<file path="src/rtl/div_pkg.sv">
// Shared types for the sequential restoring divider: FSM encoding and counter sizing.
package div_pkg;

  typedef enum logic [1:0] {IDLE, RUN, DONE} div_state_t;

  function automatic int cnt_width(input int b);
    return $clog2(b);
  endfunction

endpackage

</file>
<file path="src/rtl/seq_restoring_divider_sub.sv">
// Ripple-borrow n-bit subtractor: diff = a - b - bin, bout set on underflow.
module FullSubstracter_nBits #(
  parameter int bits = 33
) (
  input  logic [bits-1:0] a,
  input  logic [bits-1:0] b,
  input  logic            bin,
  output logic [bits-1:0] diff,
  output logic            bout
);

  logic [bits:0] borrow;

  assign borrow[0] = bin;

  for (genvar i = 0; i < bits; i++) begin : g_stage
    assign diff[i]       = a[i] ^ b[i] ^ borrow[i];
    assign borrow[i+1]   = (~a[i] & b[i]) | (~(a[i] ^ b[i]) & borrow[i]);
  end

  assign bout = borrow[bits];

endmodule

</file>
<file path="src/rtl/seq_restoring_divider.sv">
// Iterative unsigned restoring divider, one quotient bit per clock, start/done handshake.
// Divide by zero short-circuits to DONE with quotient all ones and remainder = dividend.
module seq_restoring_divider
  import div_pkg::*;
#(
  parameter int bits = 32
) (
  input  logic            clk,
  input  logic            rst,
  input  logic            start,
  input  logic [bits-1:0] dividend,
  input  logic [bits-1:0] divisor,
  output logic            busy,
  output logic            done,
  output logic [bits-1:0] quotient,
  output logic [bits-1:0] remainder,
  output logic            div_by_zero
);

  localparam int CW = cnt_width(bits);

  div_state_t      state, state_nx;
  logic [bits-1:0] q_reg, r_reg, d_reg;
  logic [CW-1:0]   cnt;
  logic            dz_reg;
  logic [bits:0]   shifted, trial;
  logic            bout;
  logic            keep;

  assign shifted = {r_reg, q_reg[bits-1]};

  FullSubstracter_nBits #(.bits(bits + 1)) u_sub (
    .a    (shifted),
    .b    ({1'b0, d_reg}),
    .bin  (1'b0),
    .diff (trial),
    .bout (bout)
  );

  // R < divisor holds every step, so a non-borrowing trial always has a clear MSB.
  assign keep = ~bout & ~trial[bits];

  always_ff @(posedge clk or posedge rst) begin
    if (rst) state <= IDLE;
    else     state <= state_nx;
  end

  always_comb begin
    state_nx = state;
    case (state)
      IDLE:    if (start) state_nx = (divisor == '0) ? DONE : RUN;
      RUN:     if (cnt == '0) state_nx = DONE;
      DONE:    state_nx = IDLE;
      default: state_nx = IDLE;
    endcase
  end

  always_comb begin
    busy = (state != IDLE);
    done = (state == DONE);
  end

  always_ff @(posedge clk or posedge rst) begin
    if (rst) begin
      q_reg  <= '0;
      r_reg  <= '0;
      d_reg  <= '0;
      cnt    <= '0;
      dz_reg <= 1'b0;
    end else begin
      case (state)
        IDLE: begin
          if (start) begin
            if (divisor == '0) begin
              q_reg  <= '1;
              r_reg  <= dividend;
              dz_reg <= 1'b1;
            end else begin
              d_reg  <= divisor;
              q_reg  <= dividend;
              r_reg  <= '0;
              cnt    <= CW'(bits - 1);
              dz_reg <= 1'b0;
            end
          end
        end
        RUN: begin
          if (keep) begin
            r_reg <= trial[bits-1:0];
            q_reg <= {q_reg[bits-2:0], 1'b1};
          end else begin
            r_reg <= shifted[bits-1:0];
            q_reg <= {q_reg[bits-2:0], 1'b0};
          end
          if (cnt != '0) cnt <= cnt - 1'b1;
        end
        default: ;
      endcase
    end
  end

  assign quotient    = q_reg;
  assign remainder   = r_reg;
  assign div_by_zero = dz_reg;

endmodule

</file>
<file path="config.mk">
export PLATFORM = sky130hd
export DESIGN_NAME = seq_restoring_divider
export DESIGN_NICKNAME = d
export VERILOG_FILES = /design/src/rtl/div_pkg.sv /design/src/rtl/seq_restoring_divider_sub.sv /design/src/rtl/seq_restoring_divider.sv
export SDC_FILE = /design/constraint.sdc
export NUM_CORES = 1
export LEC_CHECK = 0
export ABC_AREA = 1
export CAP_MARGIN = 25
export CORE_MARGIN = 2
export CORE_UTILIZATION = 62
export CTS_CLUSTER_DIAMETER = 30
export DETAILED_ROUTE_END_ITERATION = 6
export DONT_BUFFER_PORTS = 1
export HOLD_SLACK_MARGIN = 0.15
export PLACE_DENSITY = 0.78
export SLEW_MARGIN = 40
export SYNTH_ARGS = -nofsm -noshare
export SYNTH_HDL_FRONTEND = slang
export SYNTH_HIERARCHICAL = 1
export SYNTH_SLANG_ARGS = --single-unit
</file>
<file path="constraint.sdc">
create_clock -name clk -period 17.9 [get_ports clk]
set_clock_uncertainty 0.15 [all_clocks]
set_input_delay 3.58 -clock clk [delete_from_list [all_inputs] [get_ports clk]]
set_output_delay 3.58 -clock clk [all_outputs]
set_load 0.005 [all_outputs]
</file>
After elaboration in Yosys (flattened, before gate mapping)

Cells that the tools add are included.

Add/subtract/negate cells: 1
Bitwise operators: 227
Multiplexer cells: 17
Equality and inequality tests: 6
Reductions and logical operators: 11

Operator list:

| cell                                             | count |
|---|---|
| 2-to-1 mux 32 bit                                | 5 |
| case mux 32 bit (2 select lines)                 | 2 |
| NOT 1 bit                                        | 67 |
| AND 1 bit                                        | 65 |
| bitwise XOR 1 bit                                | 64 |
| zero test 32 bit                                 | 1 |
| bitwise OR 1 bit                                 | 31 |
| 2-to-1 mux 5 bit                                 | 3 |
| case mux 5 bit (2 select lines)                  | 1 |
| inequality test 2 bit, second input constant     | 4 |
| 2-to-1 mux 2 bit                                 | 3 |
| AND reduction 2 bit                              | 3 |
| zero test 5 bit                                  | 1 |
| nonzero test 5 bit                               | 1 |
| subtractor 5 x 1 -> 5 bit, second input constant | 1 |
| case mux 2 bit (2 select lines)                  | 1 |
| AND reduction 4 bit                              | 1 |
| nonzero test 2 bit                               | 2 |
| AND reduction 3 bit                              | 1 |
| == test 2 x 1 -> 1 bit, second input constant    | 1 |
| == test 2 bit, second input constant             | 1 |
| zero test 2 bit                                  | 1 |
| 2-to-1 mux 1 bit                                 | 2 |

Bits in registers: 104
Output and inout bits: 67
Word-level logic and storage cells: 268

Longest topological paths before layout

Gate-level depths: netlist (run 1).

Word-level depth: 69
Mapped depth: 44
Depth with buffers taken out: 43

Hierarchy

Netlist (run 1), hierarchy kept.

Modules (own cells, without submodules):

| module                | area an instance (um^2) | sequential area each (um^2) | cells an instance | instances |
|---|---|---|---|---|
| seq_restoring_divider | 5376.4                  | 2602.5                      | 717               | 1 |
| FullSubstracter_nBits | 915.9                   | 0.0                         | 101               | 1 |

Least setup slack after synthesis (run 1)

Ideal clock, no wire load.

Kind: register -> register
From: reg q_reg[31], in the netlist quotient[31]
To: reg r_reg[7], in the netlist remainder[7]
Arrival time: 13657 ps
Path buffers: 1
Cell stages (with the launch flop): 43
Required time: 17632 ps
Slack: 3975 ps
Setup time: 118 ps
Clock period less this slack: 13925 ps
Path through: dfrtp_1 -> fa_1 -> inv_1 -> fa_1 -> fa_1 -> fa_1 -> fa_1 -> fa_1 -> fa_1 -> fa_1 -> fa_1 -> fa_1 -> fa_1 -> fa_1 -> fa_1 -> fa_1 -> fa_1 -> fa_1 -> [... 7 more ...] -> fa_1 -> fa_1 -> fa_1 -> fa_1 -> fa_1 -> fa_1 -> fa_1 -> fa_1 -> fa_1 -> inv_1 -> fa_1 -> nor2_2 -> inv_1 -> clkbuf_1 -> o21ai_0 -> o21ai_1 -> a21oi_1 -> nor2_1

Word-level cells in the longest chain between the ends: 69
Elaborated cells on any way between the ends: 72

Ends and longest elaborated chain:

| element                          | RTL line                        | text |
|---|---|---|
| from (decl)                      | seq_restoring_divider.sv:23     | `logic [bits-1:0] q_reg, r_reg, d_reg;` |
| from (signal assigned)           | seq_restoring_divider.sv:80     | `q_reg <= dividend;` |
| from (signal assigned)           | seq_restoring_divider.sv:90     | `q_reg <= {q_reg[bits-2:0], 1'b1};` |
| from (signal assigned)           | seq_restoring_divider.sv:93     | `q_reg <= {q_reg[bits-2:0], 1'b0};` |
| NOT 1 bit                        | seq_restoring_divider_sub.sv:18 | `assign borrow[i+1] = (~a[i] & b[i]) \| (~(a[i] ^ b[i]) & borrow[i]);` |
| AND 1 bit (2 in a row)           | seq_restoring_divider_sub.sv:18 |  |
| bitwise OR 1 bit                 | seq_restoring_divider_sub.sv:18 |  |
| AND 1 bit                        | seq_restoring_divider_sub.sv:18 |  |
| bitwise OR 1 bit                 | seq_restoring_divider_sub.sv:18 |  |
| AND 1 bit                        | seq_restoring_divider_sub.sv:18 |  |
| bitwise OR 1 bit                 | seq_restoring_divider_sub.sv:18 |  |
| AND 1 bit                        | seq_restoring_divider_sub.sv:18 |  |
| [... 53 more ...]                | -                               |  |
| AND 1 bit                        | seq_restoring_divider_sub.sv:18 |  |
| bitwise OR 1 bit                 | seq_restoring_divider_sub.sv:18 |  |
| bitwise XOR 1 bit                | seq_restoring_divider_sub.sv:17 | `assign diff[i] = a[i] ^ b[i] ^ borrow[i];` |
| named net trial[32]              | seq_restoring_divider.sv:26     | `logic [bits:0] shifted, trial;` |
| NOT 1 bit                        | seq_restoring_divider.sv:41     | `assign keep = ~bout & ~trial[bits];` |
| AND 1 bit                        | seq_restoring_divider.sv:41     |  |
| 2-to-1 mux 32 bit                | seq_restoring_divider.sv:88     | `if (keep) begin` |
| case mux 32 bit (2 select lines) | seq_restoring_divider.sv:71     | `case (state)` |
| to (signal assigned)             | seq_restoring_divider.sv:76     | `r_reg <= dividend;` |
| to (signal assigned)             | seq_restoring_divider.sv:89     | `r_reg <= trial[bits-1:0];` |
| to (signal assigned)             | seq_restoring_divider.sv:92     | `r_reg <= shifted[bits-1:0];` |
| to (decl)                        | seq_restoring_divider.sv:23     |  |

The timed path passes the listed nets, and every way through them passes these cells.
A chain may end at the register's enable or synchronous reset.

Worst setup path in the final report (run 1)

From: reg q_reg[31], in the netlist quotient[31]
To: reg r_reg[5], in the netlist remainder[5]

The elaborated chain is that of the path after synthesis.

==> results of run 1 <==
==> placed cells by master, fill, tap and decap left out, drive strengths merged, types with 2 or more instances in the layout <==
cell type,netlist,routed
inv,113,112
dfrtp,104,104
or2,2,2
buf,37,4
nor3b,15,15
conb,1,2
fa,33,33
nand3,11,11
clkbuf,7,14
nor3,2,2
nand2,140,140
a21oi,80,80
o21ai,81,81
nor2,190,190
==> power by group <==
| part | internal, uW | leakage [uW] | switching [uW] |
|---|---|---|---|
| Combinational | 297 | 0.00190 | 487 |
| Clock | 60.8 | 0.0000886 | 75.5 |
| Sequential | 360 | 0.00124 | 140 |
| Total | 718 | 0.00323 | 702 |
==> cells in the mapped netlist <==
library cell    n  area share
nor2_2          2      0.0020
dfrtp_1       104        0.41
nand3_1        11      0.0087
buf_6          12       0.021
fa_1           33        0.10
o21ai_0        66       0.052
nor2_1        186        0.11
ha_1            1      0.0020
a21oi_1        80       0.064
nor3_1          2      0.0016
xor2_1          1      0.0014
nand2_1       134       0.080
nor3b_1        15       0.018
nand2_2         6      0.0060
conb_1          1     0.00060
clkbuf_1        7      0.0042
inv_2           3      0.0018
inv_1         110       0.066
or2_2           2      0.0020
o21ai_1        14       0.011
buf_4           1      0.0012
buf_2          24       0.019
nor2_8          2      0.0064
o21ai_2         1      0.0014
==> final cells by class <==
cell class / instances / area share
repair buffers: 4 / 0.005865
clock buffers: 14 / 0.02698
inverters: 113 / 0.06667
flip-flops and latches: 104 / 0.4066
multi-input cells: 558 / 0.4678
well taps: 133 / 0.02600
==> cells by family (layout without fill, tap and decap cells) <==
| logic type | Yosys count | after routing | synth area share |
|---|---|---|---|
| compound gates | 161 | 161 | 0.1287 |
| xor+xnor | 1 | 1 | 0.001392 |
| fa+ha+maj | 34 | 34 | 0.1070 |
| buf+inv | 157 | 131 | 0.1133 |
| flops | 104 | 104 | 0.4136 |
| other cells | 1 | 2 | 0.0005960 |
| simple gates | 360 | 360 | 0.2354 |
==> per-stage QoR <==
step | util | hold WS, ns | area (sq um) | std cells | worst slack (ns)
2_1_floorplan | - | 0.2988 | 6296 | 819 | 3.975
3_3_place_gp | 0.6325 | 0.3137 | 6211 | 912 | 3.329
3_5_place_dp | 0.6342 | 0.3315 | 6227 | 912 | 3.186
4_1_cts | 0.6518 | 0.3550 | 6400 | 926 | 3.160
5_1_grt | 0.6518 | 0.3870 | 6400 | 926 | 2.058
6_report | 0.6518 | 0.3563 | 6400 | 926 | 2.749
==> layer usage <==
metal | global-route usage | wire length, um | up-vias
met5 | 0 | 0 | -
met2 | 0.3664 | 5917 | 201
met3 | 0.06550 | 1322 | 20
li1 | - | - | 2454
met4 | 0.09048 | 299 | 0
met1 | 0.4084 | 6495 | 2333
==> worst register-to-register path: cells and delay by family, from the launching register on <==
family,cells,cell delay [ns]
flops,1,0.47
compound gates,3,0.71
fa+ha+maj,33,12.79
simple gates,2,0.18
buf+inv,3,0.73
==> how the worst max path moves through the flow <==
| stage | from | to | slack (ns) | depth (start not counted) |
|---|---|---|---|---|
| finish | quotient[31]$_DFFE_PP0P_ | remainder[5]$_DFFE_PP0P_ | 2.75 | 41 |
| global route | quotient[31]$_DFFE_PP0P_ | remainder[5]$_DFFE_PP0P_ | 2.06 | 41 |
| floorplan | quotient[31]$_DFFE_PP0P_ | remainder[7]$_DFFE_PP0P_ | 3.98 | 42 |
| global placement | quotient[31]$_DFFE_PP0P_ | remainder[21]$_DFFE_PP0P_ | 3.33 | 41 |
| detailed placement | quotient[31]$_DFFE_PP0P_ | remainder[5]$_DFFE_PP0P_ | 3.19 | 41 |
| CTS | quotient[31]$_DFFE_PP0P_ | remainder[5]$_DFFE_PP0P_ | 3.16 | 41 |
==> out/results.tsv, run 1 <==
metric	value	unit
yosysWarnings	6	
rsz0062_at_grt	false	
crit_arrival	15.26	ns
period_share	0.8464	
power	1420	uW
die_x	104.7	um
path_class	flip-flop to flip-flop	
min_period	15.15	ns
fp.dieH	104.7	um
gp_congestion	0.8906	
multi_input_area	2994	sq um
max_stage_delay	0.60	ns
grt_max_degree	118	
seq_area_frac_synth	0.4136	
fill_cells	872	
r2r-end	remainder[5]$_DFFE_PP0P_	
power_leakage	0.003232	uW
portBuffers	0	
first_pass_iters	6	
holdBufCountCts	0	
holdPathEnd	cnt[1]$_DFFE_PP0P_	
tightest_slew	0.7591	ns
vias_per_cell	5.408	
hold_violations	0	
rrSetupSlack	2.75	ns
synth_cell_types	24	
final-seq-area	2603	sq um
synth-seq-cells	104	
grt_pass1_wl	23240	um
cpMaxStageDelayCell	clkinv_1	
crit_buf_inv	3	
crit_family	adder cells	
maxCapViolCount	0	
core_area	9819	sq um
clockBufferDepth	2	
grt_pass1_vias	4615	
synthCells	818	
grt-ovfl-total	0	
slew_headroom	0.4940	
start_util	0.6408	
cp_max_fo	33	
core.rowCount	36	
start_kind	flip-flop	
hold_path_class	flip-flop to flip-flop	
tritoncts	yes	
dr_total_vias	5008	
syn_avg_cell_area	7.692	sq um
fin_nets	891	
wl	14040	um
required	18.01	ns
drtIter0Drc	433	
cts.repair.resized	0	
die_area	10970	sq um
outcome	finished clean	
syn_to_final_growth	1.710	%
clk_latency	0.37	ns
rr_worst_depth	41	
htreeDepth	3	
drc_errors	0	
critPathMostFrequentCell	fa_1	
antenna_found_initial	0	
io-pin-count	134	
syn-cell-area	6292	sq um
ir_drop	179.6	uV
wl_per_cell	15.16	um
max_freq	66.00	MHz
root_buffer	clkbuf_8	
power_density	221.9	nW/um^2
crit-reg2reg-launch	quotient[31]$_DFFE_PP0P_	
end_kind	flip-flop	
fin_tns_setup	0	ns
min-delay-start	cnt[1]$_DFFE_PP0P_	
cts_sinks	104	
path_clk_slew	0.09	ns
layout-drive-gt1-share	0.04288	
diodes	0	
cts_buffers	9	
final_max_slew_viol_count	0	
worstHoldPathCells	2	
grtUsageTotal	0.2653	
final-setup-viol-count	0	
hpwl	9977	um
postCtsSetupRepairBufs	0	
ant_nets	0	
Note: power is estimated with default switching activity, not from simulation.
==> run 2: changes to the inputs <==
--- a/config.mk
+++ b/config.mk
@@ -5,7 +5,7 @@
 export SDC_FILE = /design/constraint.sdc
 export NUM_CORES = 1
 export LEC_CHECK = 0
-export ABC_AREA = 1
+export ABC_AREA = 0
 export CAP_MARGIN = 25
 export CORE_MARGIN = 2
 export CORE_UTILIZATION = 62
==> constraint.sdc (replaced) <==
create_clock -name clk -period 14.75 [get_ports clk]
set_clock_uncertainty 0.15 [all_clocks]
set_input_delay 2.95 -clock clk [delete_from_list [all_inputs] [get_ports clk]]
set_output_delay 2.95 -clock clk [all_outputs]
set_load 0.005 [all_outputs]
==> out/results.tsv, run 2 <==
metric	value	unit
outcome	finished clean	
root_buffer	clkbuf_8	
die_x	103.1	um
fin_tns_setup	0	ns
critPathMostFrequentCell	fa_1	
grt_pass1_vias	4516	
cts_sinks	104	
power_density	273.3	nW/um^2
finalInstanceArea	6681	sq um
fin_nets	707	
drtIter0Drc	267	
max_stage_delay	0.44	ns
power	1826	uW
core.rowCount	36	
hpwl	10320	um
met2_usage	0.4331	
path_class	flip-flop to flip-flop	
core_area	9639	sq um
synth-compound-area-share	0.1580	
start_kind	flip-flop	
synthArstFlopShare	1.000	
internal-power	1052	uW
grt_max_degree	83	
vias_per_cell	6.180	
synth_top_family_by_area	compound AO/OA/AOI/OAI gates	
max_freq	69.67	MHz
syn-cell-area	6090	sq um
final_max_slew_viol_count	0	
layout-drive-gt1-share	0.1358	
busiest_layer	met2	
ant_nets	0	
pwr-share-clk	0.127	
synth.most_common_cell	dfrtp_1	
seq_area_frac_synth	0.4274	
cp_max_fo	8	
synth_top_area_share	0.4274	
synth_edf_count	0	
clk_latency	0.37	ns
htreeDepth	3	
wl	15090	um
syn_avg_cell_area	9.806	sq um
holdPathEnd	d_reg[0]$_DFFE_PP0P_	
synth_area_leaders	dfrtp_1, fa_1, mux2_2, o21ai_0, mux2i_1	
grt_pass1_wl	22980	um
slew_headroom	0.4872	
tritoncts	yes	
synth_flop_cell	dfrtp_1	
gp_congestion	0.8141	
portBuffers	0	
rrSetupSlack	0.40	ns
synthSimpleGateAreaFrac	0.1138	
placed_area	6289	sq um
final_cell_mix	dfrtp_1, nand2_1, inv_1	
fp.dieH	103.1	um
first_pass_iters	5	
wl_per_cell	20.28	um
min_period	14.35	ns
dr_total_vias	4598	
switching_share	0.4240	
start_util	0.6317	
synth_xor_area_frac	0	
crit_arrival	14.47	ns
die_area	10630	sq um
end_kind	flip-flop	
synth_cell_types	33	
io-pin-count	134	
syn_to_final_growth	9.719	%
diodes	0	
required	14.86	ns
rr_worst_depth	42	
synth_top_cell_by_area	dfrtp_1	
pwr-share-seq	0.325	
synth-adder-area-share	0.1105	
p_switching	774.1	uW
grtUsageTotal	0.2850	
drc_errors	0	
fill_cells	779	
cpMaxStageDelayCell	fa_1	
grt-ovfl-total	0	
r2r-end	remainder[20]$_DFFE_PP0P_	
worst_hold_slack	0.3688	ns
synth-seq-cells	104	
synth.top_cells.by_count	dfrtp_1, nand2_1, inv_1	
maxCapViolCount	0	
clockBufferDepth	2	
yosys-mux-area-fraction	0.1136	
pwr-share-comb	0.548	
antenna_found_initial	0	
holdBufCountCts	0	
synthCells	621	
yosysWarnings	6	
final_common_cell	dfrtp_1	
grt_util_met3	0.06915	
period_share	0.9731	
hold_path_class	flip-flop to flip-flop	
path_clk_slew	0.09	ns
fin_util	0.6931	
crit-reg2reg-launch	d_reg[0]$_DFFE_PP0P_	
worstHoldPathCells	1	
cts_buffers	9	
hold_violations	0	
ir_drop	145.6	uV
use_met1	0.3982	
min-delay-start	d_reg[0]$_DFFE_PP0P_	
power_leakage	0.002991	uW
tightest_slew	0.7691	ns
final-setup-viol-count	0	
## run 2: cell count changes in the layout (fill, tap and decap cells not counted), sizes merged, moves of 15 or more
cell	delta
mux2i	+32
inv	-38
nor3	+33
o21ai	-15
nor2	-169
a22o	+15
mux2	+33
a2bb2oi	+17
o22a	+32
a21oi	-78
nand2	-57
## run 2: critical path: cells and delay by family (launching register included)
family,cells,cell delay [ns]
multiplexers,1,0.20
AND/OR/NAND/NOR,1,0.14
adder cells (fa/ha/maj),33,12.55
buffers and inverters,5,0.51
flip-flops,1,0.38
AO/OA/AOI/OAI,2,0.32
## run 2: power groups by stage
stage / Clock [uW] / Sequential [uW] / Combinational [uW]
after floorplan: 0 / 540 / 724
after global placement: 0 / 589 / 831
after detailed placement: 0 / 598 / 906
after CTS: 236 / 594 / 915
after global routing: 245 / 615 / 1120
final: 232 / 594 / 1000
## run 2: timing repair
action	4_1_cts	5_1_grt
setup endpoints to repair	0	33
buffers inserted	0	1
hold endpoints to repair	0	0
resized for setup	0	8
## run 2: how the worst max path moves through the flow
stage                             startpoint                   endpoint  cells after the start  slack (ns)
finish                  d_reg[0]$_DFFE_PP0P_  remainder[20]$_DFFE_PP0P_                     42        0.40
global route            d_reg[0]$_DFFE_PP0P_  remainder[20]$_DFFE_PP0P_                     42       -0.03
CTS                 quotient[31]$_DFFE_PP0P_  remainder[22]$_DFFE_PP0P_                     40        0.06
detailed placement  quotient[31]$_DFFE_PP0P_   remainder[5]$_DFFE_PP0P_                     40        0.14
global placement    quotient[31]$_DFFE_PP0P_  remainder[11]$_DFFE_PP0P_                     40        0.37
floorplan           quotient[31]$_DFFE_PP0P_  remainder[28]$_DFFE_PP0P_                     40        0.57
## run 2: area by class of cell
type / instances / area (sq um) / area share
inverter: 74 / 280.3 / 0.04195
multi-input combinational: 400 / 3087 / 0.4620
clock buffer: 10 / 137.6 / 0.02060
sequential: 104 / 2604 / 0.3897
tap: 133 / 166.4 / 0.02491
clock inverter: 6 / 130.1 / 0.01948
timing repair buffer: 17 / 276.5 / 0.04139
## run 2: cells by family after synthesis
| family | Yosys count |
|---|---|
| AND/OR/NAND/NOR | 159 |
| AO/OA/AOI/OAI | 140 |
| buffers and inverters | 118 |
| flip-flops | 104 |
| multiplexers | 65 |
| adder cells (fa/ha/maj) | 34 |
| other | 1 |
## run 2: layer usage
metal  up-vias  part of all wire
li1       2080                 -
met1      2263              0.40
met2       227              0.48
met3        28              0.10
met4         0             0.023
met5         -                 0
## run 2: metrics by stage
stage	cells	setup slack, ns
after global placement	718	0.3677
final	744	0.3963
after global routing	744	-0.02709
after floorplan	622	0.5686
after detailed placement	723	0.1362
after CTS	739	0.05923
